## src/rtl/load_store_unit_if.sv

```systemverilog
// Memory bus between the load/store unit (master) and the data memory (slave).
// One request/grant phase followed by a single response beat flagged by rvalid.
interface load_store_unit_if;
  logic        mem_req_o;
  logic        mem_we_o;
  logic [31:0] mem_addr_o;
  logic [3:0]  mem_be_o;
  logic [31:0] mem_wdata_o;
  logic        mem_gnt_i;
  logic        mem_rvalid_i;
  logic [31:0] mem_rdata_i;

  modport master (
    output mem_req_o, mem_we_o, mem_addr_o, mem_be_o, mem_wdata_o,
    input  mem_gnt_i, mem_rvalid_i, mem_rdata_i
  );

  modport slave (
    input  mem_req_o, mem_we_o, mem_addr_o, mem_be_o, mem_wdata_o,
    output mem_gnt_i, mem_rvalid_i, mem_rdata_i
  );
endinterface

```

## src/rtl/load_store_unit.sv

```systemverilog
// Single-outstanding load/store unit: IDLE -> REQ -> WAIT -> DONE, all outputs registered.
// Define MISALIGN_TRAP_EN to fault misaligned H/W accesses instead of issuing them.
module load_store_unit (
  input  logic              clk_i,
  input  logic              rst_ni,
  input  logic              start_i,
  input  logic              is_load_i,
  input  logic              is_store_i,
  input  logic [2:0]        funct3_i,
  input  logic [31:0]       address_i,
  input  logic [31:0]       store_data_i,
  load_store_unit_if.master mem,
  output logic [31:0]       load_value_o,
  output logic              done_o,
  output logic              busy_o,
  output logic              misaligned_o
);

  typedef enum logic [1:0] {ST_IDLE, ST_REQ, ST_WAIT, ST_DONE} state_t;

  state_t      state_reg, state_next;
  logic        req_reg, req_next;
  logic        we_reg, we_next;
  logic [31:0] addr_reg, addr_next;
  logic [3:0]  be_reg, be_next;
  logic [31:0] wdata_reg, wdata_next;
  logic [31:0] load_value_reg, load_value_next;
  logic        done_reg, done_next;
  logic        busy_reg, busy_next;
  logic        misaligned_reg, misaligned_next;
  logic        is_load_reg, is_load_next;
  logic [2:0]  funct3_reg, funct3_next;
  logic [1:0]  offset_reg, offset_next;

  logic        accept;
  logic [3:0]  req_be;
  logic [31:0] req_wdata;
  logic        misalign_hit;
  logic [31:0] lane_data;
  logic [31:0] load_extracted;

  assign accept = (state_reg == ST_IDLE) && start_i && (is_load_i || is_store_i);

  // funct3[1:0] encodes size; 10 and 11 both fall through to word
  always_comb begin
    case (funct3_i[1:0])
      2'b00: begin
        req_be    = 4'b0001 << address_i[1:0];
        req_wdata = {4{store_data_i[7:0]}};
      end
      2'b01: begin
        req_be    = 4'b0011 << address_i[1:0];
        req_wdata = {2{store_data_i[15:0]}};
      end
      default: begin
        req_be    = 4'b1111;
        req_wdata = store_data_i;
      end
    endcase
  end

`ifdef MISALIGN_TRAP_EN
  assign misalign_hit = ((funct3_i[1:0] == 2'b01) && address_i[0]) ||
                        (funct3_i[1] && (address_i[1:0] != 2'b00));
`else
  assign misalign_hit = 1'b0;
`endif

  assign lane_data = mem.mem_rdata_i >> {offset_reg, 3'b000};

  always_comb begin
    case (funct3_reg[1:0])
      2'b00:   load_extracted = funct3_reg[2] ? {24'd0, lane_data[7:0]}
                                              : {{24{lane_data[7]}}, lane_data[7:0]};
      2'b01:   load_extracted = funct3_reg[2] ? {16'd0, lane_data[15:0]}
                                              : {{16{lane_data[15]}}, lane_data[15:0]};
      default: load_extracted = mem.mem_rdata_i;
    endcase
  end

  always_comb begin
    state_next      = state_reg;
    req_next        = 1'b0;
    done_next       = 1'b0;
    busy_next       = 1'b0;
    misaligned_next = 1'b0;
    we_next         = we_reg;
    addr_next       = addr_reg;
    be_next         = be_reg;
    wdata_next      = wdata_reg;
    load_value_next = load_value_reg;
    is_load_next    = is_load_reg;
    funct3_next     = funct3_reg;
    offset_next     = offset_reg;

    case (state_reg)
      ST_IDLE: begin
        if (accept) begin
          busy_next = 1'b1;
          if (misalign_hit) begin
            // Fault without touching the bus; the pulse lands with done
            state_next      = ST_DONE;
            done_next       = 1'b1;
            misaligned_next = 1'b1;
          end else begin
            state_next   = ST_REQ;
            req_next     = 1'b1;
            we_next      = is_store_i && !is_load_i;
            addr_next    = {address_i[31:2], 2'b00};
            be_next      = req_be;
            wdata_next   = req_wdata;
            is_load_next = is_load_i;
            funct3_next  = funct3_i;
            offset_next  = address_i[1:0];
          end
        end
      end
      ST_REQ: begin
        busy_next = 1'b1;
        if (mem.mem_gnt_i) begin
          state_next = ST_WAIT;
        end else begin
          req_next = 1'b1;
        end
      end
      ST_WAIT: begin
        if (mem.mem_rvalid_i) begin
          state_next = ST_DONE;
          done_next  = 1'b1;
          if (is_load_reg) begin
            load_value_next = load_extracted;
          end
        end else begin
          busy_next = 1'b1;
        end
      end
      default: begin
        state_next = ST_IDLE;
      end
    endcase
  end

  always_ff @(posedge clk_i or negedge rst_ni) begin
    if (!rst_ni) begin
      state_reg      <= ST_IDLE;
      req_reg        <= 1'b0;
      we_reg         <= 1'b0;
      addr_reg       <= 32'd0;
      be_reg         <= 4'd0;
      wdata_reg      <= 32'd0;
      load_value_reg <= 32'd0;
      done_reg       <= 1'b0;
      busy_reg       <= 1'b0;
      misaligned_reg <= 1'b0;
      is_load_reg    <= 1'b0;
      funct3_reg     <= 3'd0;
      offset_reg     <= 2'd0;
    end else begin
      state_reg      <= state_next;
      req_reg        <= req_next;
      we_reg         <= we_next;
      addr_reg       <= addr_next;
      be_reg         <= be_next;
      wdata_reg      <= wdata_next;
      load_value_reg <= load_value_next;
      done_reg       <= done_next;
      busy_reg       <= busy_next;
      misaligned_reg <= misaligned_next;
      is_load_reg    <= is_load_next;
      funct3_reg     <= funct3_next;
      offset_reg     <= offset_next;
    end
  end

  assign mem.mem_req_o   = req_reg;
  assign mem.mem_we_o    = we_reg;
  assign mem.mem_addr_o  = addr_reg;
  assign mem.mem_be_o    = be_reg;
  assign mem.mem_wdata_o = wdata_reg;
  assign load_value_o    = load_value_reg;
  assign done_o          = done_reg;
  assign busy_o          = busy_reg;
  assign misaligned_o    = misaligned_reg;

endmodule

```

## src/flat_wrapper.sv

```systemverilog
// flat-port wrapper written by rule: the top's interface ports become plain ports
module load_store_unit_flat 
  (clk_i, rst_ni, start_i, is_load_i, is_store_i, funct3_i, address_i, store_data_i, load_value_o, done_o, busy_o, misaligned_o, mem_mem_req_o, mem_mem_we_o, mem_mem_addr_o, mem_mem_be_o, mem_mem_wdata_o, mem_mem_gnt_i, mem_mem_rvalid_i, mem_mem_rdata_i);
  load_store_unit_if mem_i ();
  input  logic clk_i;
  input  logic rst_ni;
  input  logic start_i;
  input  logic is_load_i;
  input  logic is_store_i;
  input  logic [2:0] funct3_i;
  input  logic [31:0] address_i;
  input  logic [31:0] store_data_i;
  output logic [31:0] load_value_o;
  output logic done_o;
  output logic busy_o;
  output logic misaligned_o;
  output wire logic [$bits(mem_i.mem_req_o)-1:0] mem_mem_req_o;
  output wire logic [$bits(mem_i.mem_we_o)-1:0] mem_mem_we_o;
  output wire logic [$bits(mem_i.mem_addr_o)-1:0] mem_mem_addr_o;
  output wire logic [$bits(mem_i.mem_be_o)-1:0] mem_mem_be_o;
  output wire logic [$bits(mem_i.mem_wdata_o)-1:0] mem_mem_wdata_o;
  input wire logic [$bits(mem_i.mem_gnt_i)-1:0] mem_mem_gnt_i;
  input wire logic [$bits(mem_i.mem_rvalid_i)-1:0] mem_mem_rvalid_i;
  input wire logic [$bits(mem_i.mem_rdata_i)-1:0] mem_mem_rdata_i;
  assign mem_mem_req_o = mem_i.mem_req_o;
  assign mem_mem_we_o = mem_i.mem_we_o;
  assign mem_mem_addr_o = mem_i.mem_addr_o;
  assign mem_mem_be_o = mem_i.mem_be_o;
  assign mem_mem_wdata_o = mem_i.mem_wdata_o;
  assign mem_i.mem_gnt_i = mem_mem_gnt_i;
  assign mem_i.mem_rvalid_i = mem_mem_rvalid_i;
  assign mem_i.mem_rdata_i = mem_mem_rdata_i;
  load_store_unit u_core (.clk_i(clk_i), .rst_ni(rst_ni), .start_i(start_i), .is_load_i(is_load_i), .is_store_i(is_store_i), .funct3_i(funct3_i), .address_i(address_i), .store_data_i(store_data_i), .mem(mem_i), .load_value_o(load_value_o), .done_o(done_o), .busy_o(busy_o), .misaligned_o(misaligned_o));
endmodule
```

## config.mk

```make
export PLATFORM = sky130hd
export DESIGN_NAME = load_store_unit_flat
export DESIGN_NICKNAME = d
export VERILOG_FILES = /design/src/rtl/load_store_unit_if.sv /design/src/rtl/load_store_unit.sv /design/src/flat_wrapper.sv
export SDC_FILE = /design/constraint.sdc
export NUM_CORES = 1
export LEC_CHECK = 0
export CAP_MARGIN = 20
export CORE_MARGIN = 2
export CORE_UTILIZATION = 43
export DETAILED_ROUTE_END_ITERATION = 6
export PLACE_DENSITY = 0.81
export RECOVER_POWER = 50
export SKIP_LAST_GASP = 1
export SYNTH_ARGS = -nofsm -noshare
export SYNTH_HDL_FRONTEND = slang
export SYNTH_SLANG_ARGS = --single-unit
```

## constraint.sdc

```tcl
create_clock -name clk_i -period 2.1 [get_ports clk_i]
set_input_delay 0.63 -clock clk_i [delete_from_list [all_inputs] [get_ports clk_i]]
set_output_delay 0.63 -clock clk_i [all_outputs]
set_load 0.05 [all_outputs]
```

Word-level counts from Yosys, hierarchy flattened --
Cells that the tools add are included.
Cells by class: equality and inequality tests 7, shift operators 3, multiplexer cells 16, reduce and logical (&&, ||, !) cells 11
Operators with widths (number):
- $pmux 32 s2 | 2
- $mux 32 | 2
- $shr 32x5->16 | 1
- $pmux 4 s2 | 1
- $eq 2x1->1 const B | 3
- $logic_not 2->1 | 3
- $mux 2 | 3
- $pmux 2 s3 | 1
- $reduce_and 3->1 | 2
- $mux 1 | 5
- $ne 2x2->1 const B | 2
- $shl 1x2->4 const A | 1
- $shl 2x2->4 const A | 1
- $logic_and 1x1->1 | 3
- $pmux 1 s3 | 1
- $eq 2x2->1 const B | 1
- $ne 2x1->1 const B | 1
- $pmux 1 s2 | 1
- $reduce_and 2->1 | 1
- $logic_not 1->1 | 1
- $logic_or 1x1->1 | 1
Word-level totals: register bits after elaboration 110, input bits 106, output and inout port bits 105, logic and storage cells 49

Depth between registers and ports, before layout --
Gate-level depths: netlist of run 1.
depth after elaboration 5, gate-level depth with buffers 7, depth with buffers taken out 6

Worst setup path after synthesis of run 1 --
OpenSTA, ideal clock, no wires.
path type in2reg, start input port is_store_i, end register u_core.funct3_reg[1], library setup time 0.125 ns, arrival time 1.565 ns, data required time 1.975 ns, slack 0.410 ns, cell stages on the path 4, buffers on the path 2, cell sequence o211ai_2 > buf_2 > buf_4 > mux2_2
Between the ends: cells in the longest elaborated chain, start to end 3
Ends and longest elaborated chain:
- from (decl) | line flat_wrapper.sv:9 | input logic is_store_i;
- $logic_or 1x1->1 | line load_store_unit.sv:42 | assign accept = (state_reg == ST_IDLE) && start_i && (is_load_i || is_store_i);
- $logic_and 1x1->1 | line load_store_unit.sv:42
- $reduce_and 2->1 (no line)
- to (signal assigned) | line load_store_unit.sv:170 | funct3_reg <= funct3_next;
- to (decl) | line load_store_unit.sv:32 | logic [2:0] funct3_reg, funct3_next;
Every way passes these cells. A chain may end at the register's enable or synchronous reset.

Final worst setup path of run 1 --
start input port is_load_i, end register u_core.addr_reg[14] (netlist: u_core.mem.mem_addr_o[14])
Between the ends: cells in the longest elaborated chain, start to end 3
Ends and longest elaborated chain:
- from (decl) | line flat_wrapper.sv:8 | input logic is_load_i;
- $logic_or 1x1->1 | line load_store_unit.sv:42
- $logic_and 1x1->1 | line load_store_unit.sv:42
- $reduce_and 2->1 (no line)
- to (signal assigned) | line load_store_unit.sv:162 | addr_reg <= addr_next;
- to (decl) | line load_store_unit.sv:24 | logic [31:0] addr_reg, addr_next;
Every way passes these cells.

==> results summary, run 1 <==
The filler cell count came out at a little under 1000. The tightest min-delay check is of the input pin to async pin type. The finished layout holds 822 standard cells, fillers aside. The overall routing resource usage is 0.214. For this design, the CTS-stage hold fixing added 0 buffers. The number of synthesis warnings is 0.

The post-synthesis cell type count came out at 37. The post-layout minimum cycle time came out at roughly 1.9 ns. The most common library cell in the layout ignoring fill and taps is sky130_fd_sc_hd__dfrtp_1. The violation count after the first detailed-route iteration is 334. The number of antenna violations at the first check in global routing came to 0. The die covers between 10000 and 15000 um^2. The H-tree depth is 3.

The category of the critical setup timing path is input pin to flip-flop. The largest net degree at the start of global routing is between 50 and 60. The flow ran to the end, and the final reports show no timing, DRC or antenna violations. The worst endpoint data arrival time came out at approximately 2.2 ns. The number of iterations in the first detailed-routing pass is 4. The number of instances in the placed design came out at roughly 810.

The worst clock skew came out at between 0.01 and 0.015 ns. In the synthesized netlist the dominant register cell turns out to be sky130_fd_sc_hd__dfrtp_1. The portion of the clock cycle consumed by the worst path in the final layout is 0.915. The I/O pin count is 211.

The number of antenna diodes in the final layout is 0. The total area inside the core boundary comes to between 10000 and 15000 um^2. The count of antenna-violating nets left after detailed routing is 0.

The share of total power dissipated in the clock network is 0.129. The count of cells resized by post-cts repair is 0. The clock edge transition at the registers on the reported setup and hold paths came out at 0.07 ns. The first global-routing pass estimated ~22000 um of wire.

The longest clock path from root to sink contains 2 buffers. IR analysis of the VDD net gives a maximum drop of approximately 1300 uV. The fraction of power consumed by sequential logic is 0.298. The overall overflow remaining after global route is 0. The worst setup path is captured at a flip-flop. The normalized max-slew margin is 0.433.

Of the total power, the share spent switching nets is 0.514. The number of global-route vias before repair is around 4400. From synthesis to final layout, the design area changed by 42.2%. The die extent in y came out at around 110 um.

The library cells used most frequently in the layout, excluding fill and tap cells, are 110 x sky130_fd_sc_hd__dfrtp_1, 104 x sky130_fd_sc_hd__clkdlybuf4s50_1, 70 x sky130_fd_sc_hd__buf_4, 56 x sky130_fd_sc_hd__nand2_1, 48 x sky130_fd_sc_hd__clkbuf_1. The hold violation total from the final report is 0. The largest individual stage delay along the critical path comes from the cell sky130_fd_sc_hd__clkdlybuf4s50_1. The capture instance of the worst register-to-register path is u_core.state_reg[0]. The residual DRC count came out at 0. Yosys mapped a number of flops with a built-in enable equal to 0. The number of sinks on the clock net is between 100 and 150. The die is about 110 um wide.

The internal power summed over all cells came out at 6.18 mW. STA classifies the critical path startpoint as an input pin. The portion of the post-synthesis area used by sequential elements is 0.543.

The final wirelength came out at 13800 um. Setup repair after global routing left no endpoint under its margin. At the end of the flow the core is filled with cells to 0.629. The number of placement rows came out at 39. The biggest fanout along the worst timing path is between 50 and 60.

The combinational fraction of design power is 0.573. The count of max-cap constraint violations came out at 0. The number of max-slew violations in the final report is 0. The via count normalized by instance count is 5.29.

The transition time at the pin with the least slew margin is roughly 0.85 ns. The critical path goes through clkdlybuf4s50_1 > o211ai_1 > buf_12 > mux2_2. The post-synthesis cell area came out at between 5000 and 6000 um^2. TritonCTS built the clock tree.

The power density over the cells is 1760 nW/um^2. The HPWL after detailed placement is 10400 um. The placer's final routability congestion estimate is a little under 0.9.

The depth of the worst register-to-register path is 6. After technology mapping, the gate count stands at ~470. In the final routed layout, each cell accounts on average for approximately 17 um. The leakage power is between 3 and 4 nW. The share of layout cells above drive strength 1 came out at 0.216. The final route contains approximately 4300 vias. The data required time at the worst endpoint is 2.32 ns. The largest incremental delay on the critical path is approximately 0.45 ns. In the final design database the tool counted between 700 and 800 nets.

The switching component of the power came out at 6.53 mW. The startpoint of the worst register-to-register path is u_core.state_reg[0]. The number of buffers added on ports came out at roughly 210. The flip-flop and latch count after synthesis came out at 110.

The synthesized area per cell came out at 10.9 um^2. The buffer type at the clock tree root is sky130_fd_sc_hd__clkbuf_16. The most critical setup path has its startpoint at is_load_i.

The number of failing setup endpoints in the final timing report came out at 0. Clock tree synthesis inserted a total of 9 buffers. The source-to-sink clock delay at the later pin of the worst-skew pair came out at 0.35 ns. Timing would allow up to 520 MHz.

The initial utilization of the core area, before any placement, comes to 0.442. On the final layout, the worst hold slack is between 0.3 and 0.4 ns. Counting flops with an async set or reset pin after synthesis yields a share of 1.00.

Post-CTS timing repair inserted 0 buffers for setup. The flop-to-flop setup slack came out at ~0.30 ns.
-- kinds of logic after synthesis --
group | after synthesis | synth area share
AOI/OAI and AO/OA | 97 | 0.113
DFF | 110 | 0.543
buffers and inverters | 37 | 0.0375
muxes | 80 | 0.169
adders and majority gates | 4 | 0.00987
other | 1 | 0.000740
and+or+nand+nor | 138 | 0.127
-- layer usage --
layer	track usage	wire length (um)
met5	0	0
met1	0.267	5590
met3	0.0535	1050
met2	0.363	6840
met4	0.0740	302
-- critical path: cells and delay by family --
kind	cells	cell delay (ns)
buffers and inverters	2	0.77
AO/OA/AOI/OAI	1	0.35
multiplexers	1	0.37
-- final cells by class --
| cell class | count | area [um^2] | share of cell area |
|---|---|---|---|
| Tap cell | 143 | 179 | 0.0248 |
| Clock buffer | 10 | 239 | 0.0332 |
| Timing Repair Buffer | 230 | 1860 | 0.258 |
| Multi-Input combinational cell | 322 | 2130 | 0.295 |
| Inverter | 2 | 7.51 | 0.00104 |
| Clock inverter | 5 | 40.0 | 0.00555 |
| Sequential cell | 110 | 2750 | 0.382 |
-- worst max path at each step --
stage	end	slack [ns]	cells past startpoint
4_1_cts	u_core.mem.mem_addr_o[14]	0.30	4
2_1_floorplan	u_core.funct3_reg[1]	0.41	4
3_3_place_gp	u_core.mem.mem_wdata_o[0]	-0.005	4
6_report	u_core.mem.mem_addr_o[14]	0.18	4
5_1_grt	u_core.mem.mem_addr_o[17]	0.13	2
3_5_place_dp	u_core.mem.mem_addr_o[14]	-0.06	4
-- synthesized netlist by cell type, types with 2 or more instances --
cell                        count  area [um^2]
sky130_fd_sc_hd__dfrtp_1      110         2750
sky130_fd_sc_hd__nand2_1       56          210
sky130_fd_sc_hd__mux2_2        44          495
sky130_fd_sc_hd__o21ai_0       41          205
sky130_fd_sc_hd__mux2i_1       36          360
sky130_fd_sc_hd__nor2_1        30          113
sky130_fd_sc_hd__nand3_1       29          145
sky130_fd_sc_hd__a21oi_1       25          125
sky130_fd_sc_hd__buf_2         14         70.1
sky130_fd_sc_hd__clkbuf_1      11         41.3
sky130_fd_sc_hd__a21o_1        10         75.1
sky130_fd_sc_hd__a2bb2oi_1      7         61.3
sky130_fd_sc_hd__o22ai_1        7         43.8
sky130_fd_sc_hd__buf_4          5         37.5
sky130_fd_sc_hd__ha_1           4         50.1
sky130_fd_sc_hd__nand3_2        4         40.0
sky130_fd_sc_hd__nor2b_1        4         25.0
sky130_fd_sc_hd__or2_0          4         25.0
sky130_fd_sc_hd__buf_1          3         11.3
sky130_fd_sc_hd__buf_6          2         22.5
sky130_fd_sc_hd__inv_1          2         7.51
sky130_fd_sc_hd__nand2b_1       2         12.5
sky130_fd_sc_hd__nand3b_1       2         15.0
sky130_fd_sc_hd__o211ai_2       2         25.0
-- through the flow --
step	cell area (um^2)	setup TNS, ns	power, mW	setup slack (ns)
2_1_floorplan	5080	0	9.05	0.410
3_3_place_gp	7160	-0.0726	11.4	-0.00527
3_5_place_dp	7160	-2.12	11.5	-0.0596
4_1_cts	7430	0	13.2	0.298
5_1_grt	7210	0	13.4	0.130
6_report	7210	0	12.7	0.178
-- power by group through the flow --
| stage | combinational [mW] | clock (mW) | sequential [mW] |
|---|---|---|---|
| finish | 7.29 | 1.63 | 3.79 |
| global route | 7.70 | 1.76 | 3.92 |
| CTS | 7.72 | 1.66 | 3.80 |
| floorplan | 2.09 | 0 | 6.95 |
| detailed placement | 7.71 | 0 | 3.83 |
| global placement | 7.60 | 0 | 3.77 |
(Power assumes the default switching activity.)
==> inputs of run 2 (changes only) <==
--- a/config.mk
+++ b/config.mk
@@ -11,6 +11,7 @@
 export DETAILED_ROUTE_END_ITERATION = 6
 export PLACE_DENSITY = 0.81
 export RECOVER_POWER = 50
+export REMOVE_ABC_BUFFERS = 1
 export SKIP_LAST_GASP = 1
 export SYNTH_ARGS = -nofsm -noshare
 export SYNTH_HDL_FRONTEND = slang
==> results summary, run 2 (synthesized netlist as in run 1, its figures left out) <==
The number of sinks on the clock net came to 110 (unchanged). The largest net degree at the start of global routing came to 48 (-9.4%). The portion of the clock cycle consumed by the worst path in the final layout came out at 0.895 (-0.0207).

The run finished with clean final reports. The initial core utilization is 0.442 (unchanged). The via count normalized by instance count is 5.30 (+0.19%).

Tracing the worst setup path back leads to its startpoint at is_store_i. The largest incremental delay on the critical path came out at 0.45 ns (about the same). The setup path with the least slack is of type input pin to flip-flop. The global-route wire length before repair came to 22300 um (+2.3%).

The overall overflow remaining after global route was 0 (unchanged). The setup slack at placement came out at -0.0148 ns (+0.0448 ns). Leaving out fill and tap cells, the most frequent cell in the layout is sky130_fd_sc_hd__dfrtp_1.

The worst clock skew came to 0.00671 ns (-0.00683 ns). The worst setup path is captured at a flip-flop. The final net count is 790 (+0.64%). Relative to the synthesized area, the layout overhead comes to 44.5%.

The worst endpoint data arrival time came to 2.10 ns (-0.05 ns). The leakage power is 3.39 nW (+1.7%). The top cell types in the final layout, fill and taps aside, are 110 x sky130_fd_sc_hd__dfrtp_1, 103 x sky130_fd_sc_hd__clkdlybuf4s50_1, 75 x sky130_fd_sc_hd__buf_4, 56 x sky130_fd_sc_hd__nand2_1, 47 x sky130_fd_sc_hd__clkbuf_1. The number of global-route vias before repair came out at 4640 (+5.9%). Walking the worst path, the cells encountered are clkdlybuf4s50_1 > o211ai_4 > clkbuf_2 > mux2_2. The share of layout cells above drive strength 1 is 0.223 (+0.00686). The post-layout minimum cycle time was 1.88 ns (-0.0435 ns). The count of buffers added by post-CTS timing repair for setup came to 0 (unchanged). Setup repair after global routing left no endpoint under its margin. The number of iterations in the first detailed-routing pass came out at 5 (+1). The I/O pin count was 211 (unchanged).

The number of max-slew violations in the final report is 0 (unchanged). The tree is rooted in a sky130_fd_sc_hd__clkbuf_16. The largest vdd supply drop came out at 1380 uV (+7.5%). The via total after detailed routing came to 4386 (+0.92%).

The source-to-sink clock delay at the later pin of the worst-skew pair came to 0.34 ns (about the same). The clock edge transition at the registers on the reported setup and hold paths is 0.07 ns (about the same). The number of failing setup endpoints in the final timing report was 0 (unchanged).

The placeable core region came out at 11500 um^2 (unchanged). The number of buffers created by CTS was 9 (unchanged). The final worst hold slack is 0.449 ns (+0.0825 ns).

The residual DRC count came out at 0 (unchanged). The transition time at the pin with the least slew margin is 1.01 ns (+0.156 ns). The worst-case clock buffer depth came out at 2 (unchanged).

The power density over the cells is 1790 nW/um^2 (+1.2%). The die extent in x is 113 um (unchanged). The flop-to-flop setup slack came out at 0.35 ns (+0.05 ns). The overall routing resource usage came out at 0.219 (+0.00458). The maximum clock rate came out at 532 MHz (+2.3%). The count of max-cap constraint violations came out at 0 (unchanged). The minimum setup slack in the final design came out at 0.221 ns (+0.0435 ns). The startpoint identified for the worst register-to-register timing path is u_core.state_reg[0]. The violation count after the first detailed-route iteration is 401 (+20%).

The H-tree depth came out at 3 (unchanged). The worst hold path class is input pin to async pin. The die outline area is 12700 um^2 (unchanged).

The setup TNS was 0 ns (unchanged). The number of antenna violations at the first check in global routing is 0 (unchanged). The count of antenna-violating nets left after detailed routing came out at 0 (unchanged).

The filler cell count is 948 (-3.8%). After global routing, the most crowded layer is met2. The met1 demand-to-capacity share in global routing was 0.251 (-0.0158).

The worst setup path is launched from an input pin. The biggest fanout along the worst timing path came out at 18 (-65%). The number of buffers added on ports came out at 207 (unchanged). The die extent in y is 113 um (unchanged). TritonCTS built the clock tree. The hold violation total from the final report is 0 (unchanged). The depth of the worst register-to-register path came out at 5 (-1).

The number of diodes added for antenna fixing is 0 (unchanged). The normalized max-slew margin is 0.329 (-0.104). The overall power consumption came out at 13.1 mW (+2.8%). The post-detailed-placement half-perimeter wirelength came to 10500 um (+0.52%).

The met2 track utilization from global routing came out at 0.383 (+0.0196). On the critical path, the stage with the largest delay is an instance of sky130_fd_sc_hd__clkdlybuf4s50_1. The met3 layer usage reported by global route is 0.0675 (+0.0140). The per-cell routed wire length came out at 16.6 um (-0.93%). The number of placement rows is 39 (unchanged).

The final wirelength was 13700 um (-0.21%). The data required time at the worst endpoint came out at 2.33 ns (about the same). The placer's final routability congestion estimate is 0.907 (+2.5%).
-- run 2: final timing paths --
check                                              to
min in group clk_i         u_core.mem.mem_wdata_o[31]
hold / removal                u_core.load_value_o[30]
max in group asynchronous   u_core.mem.mem_wdata_o[3]
hold reg to reg            u_core.mem.mem_wdata_o[31]
setup / recovery                 u_core.funct3_reg[1]
setup reg to reg                 u_core.funct3_reg[1]
-- run 2: stage by stage --
step	instances	utilization	instance area (um^2)
floorplan	434	-	4890
global placement	812	0.626	7170
detailed placement	812	0.626	7170
CTS	828	0.657	7530
global route	828	0.639	7320
finish	828	0.639	7320
-- run 2: per-layer routing --
layer	routed length, um	share of wire
met3	1320	0.096
met4	273	0.020
met1	5380	0.39
met5	0	0
met2	6780	0.49
-- run 2: timing repair --
item	in CTS	in global routing
hold buffers	0	0
resized for setup	2	0
setup endpoints to repair	2	0
-- run 2: layout make-up --
cell class | count | area [um^2] | share of cell area
Clock inverter | 5 | 105 | 0.0144
Multi-Input combinational cell | 322 | 2140 | 0.293
Timing Repair Buffer | 235 | 1880 | 0.257
Clock buffer | 11 | 253 | 0.0345
Tap cell | 143 | 179 | 0.0244
Inverter | 2 | 7.51 | 0.00103
Sequential cell | 110 | 2750 | 0.376
-- run 2: worst max-delay path, delay by kind of cell --
family          cells  cell delay, ns
mux                 1            0.38
compound gates      1            0.25
buf+inv             2            0.84
-- run 2: where the power goes --
| part | internal (mW) | switching (mW) | total, mW |
|---|---|---|---|
| clock network | 1.23 | 0.767 | 2.00 |
| logic | 2.20 | 5.08 | 7.28 |
| registers | 3.13 | 0.663 | 3.80 |
| total | 6.56 | 6.51 | 13.1 |
==> inputs of run 3 (changes only) <==
--- a/config.mk
+++ b/config.mk
@@ -8,6 +8,7 @@
 export CAP_MARGIN = 20
 export CORE_MARGIN = 2
 export CORE_UTILIZATION = 43
+export CTS_CLUSTER_DIAMETER = 100
 export DETAILED_ROUTE_END_ITERATION = 6
 export PLACE_DENSITY = 0.81
 export RECOVER_POWER = 50
==> results of run 3 <==
Final layout, timing and power as in run 2 (identical DEF).
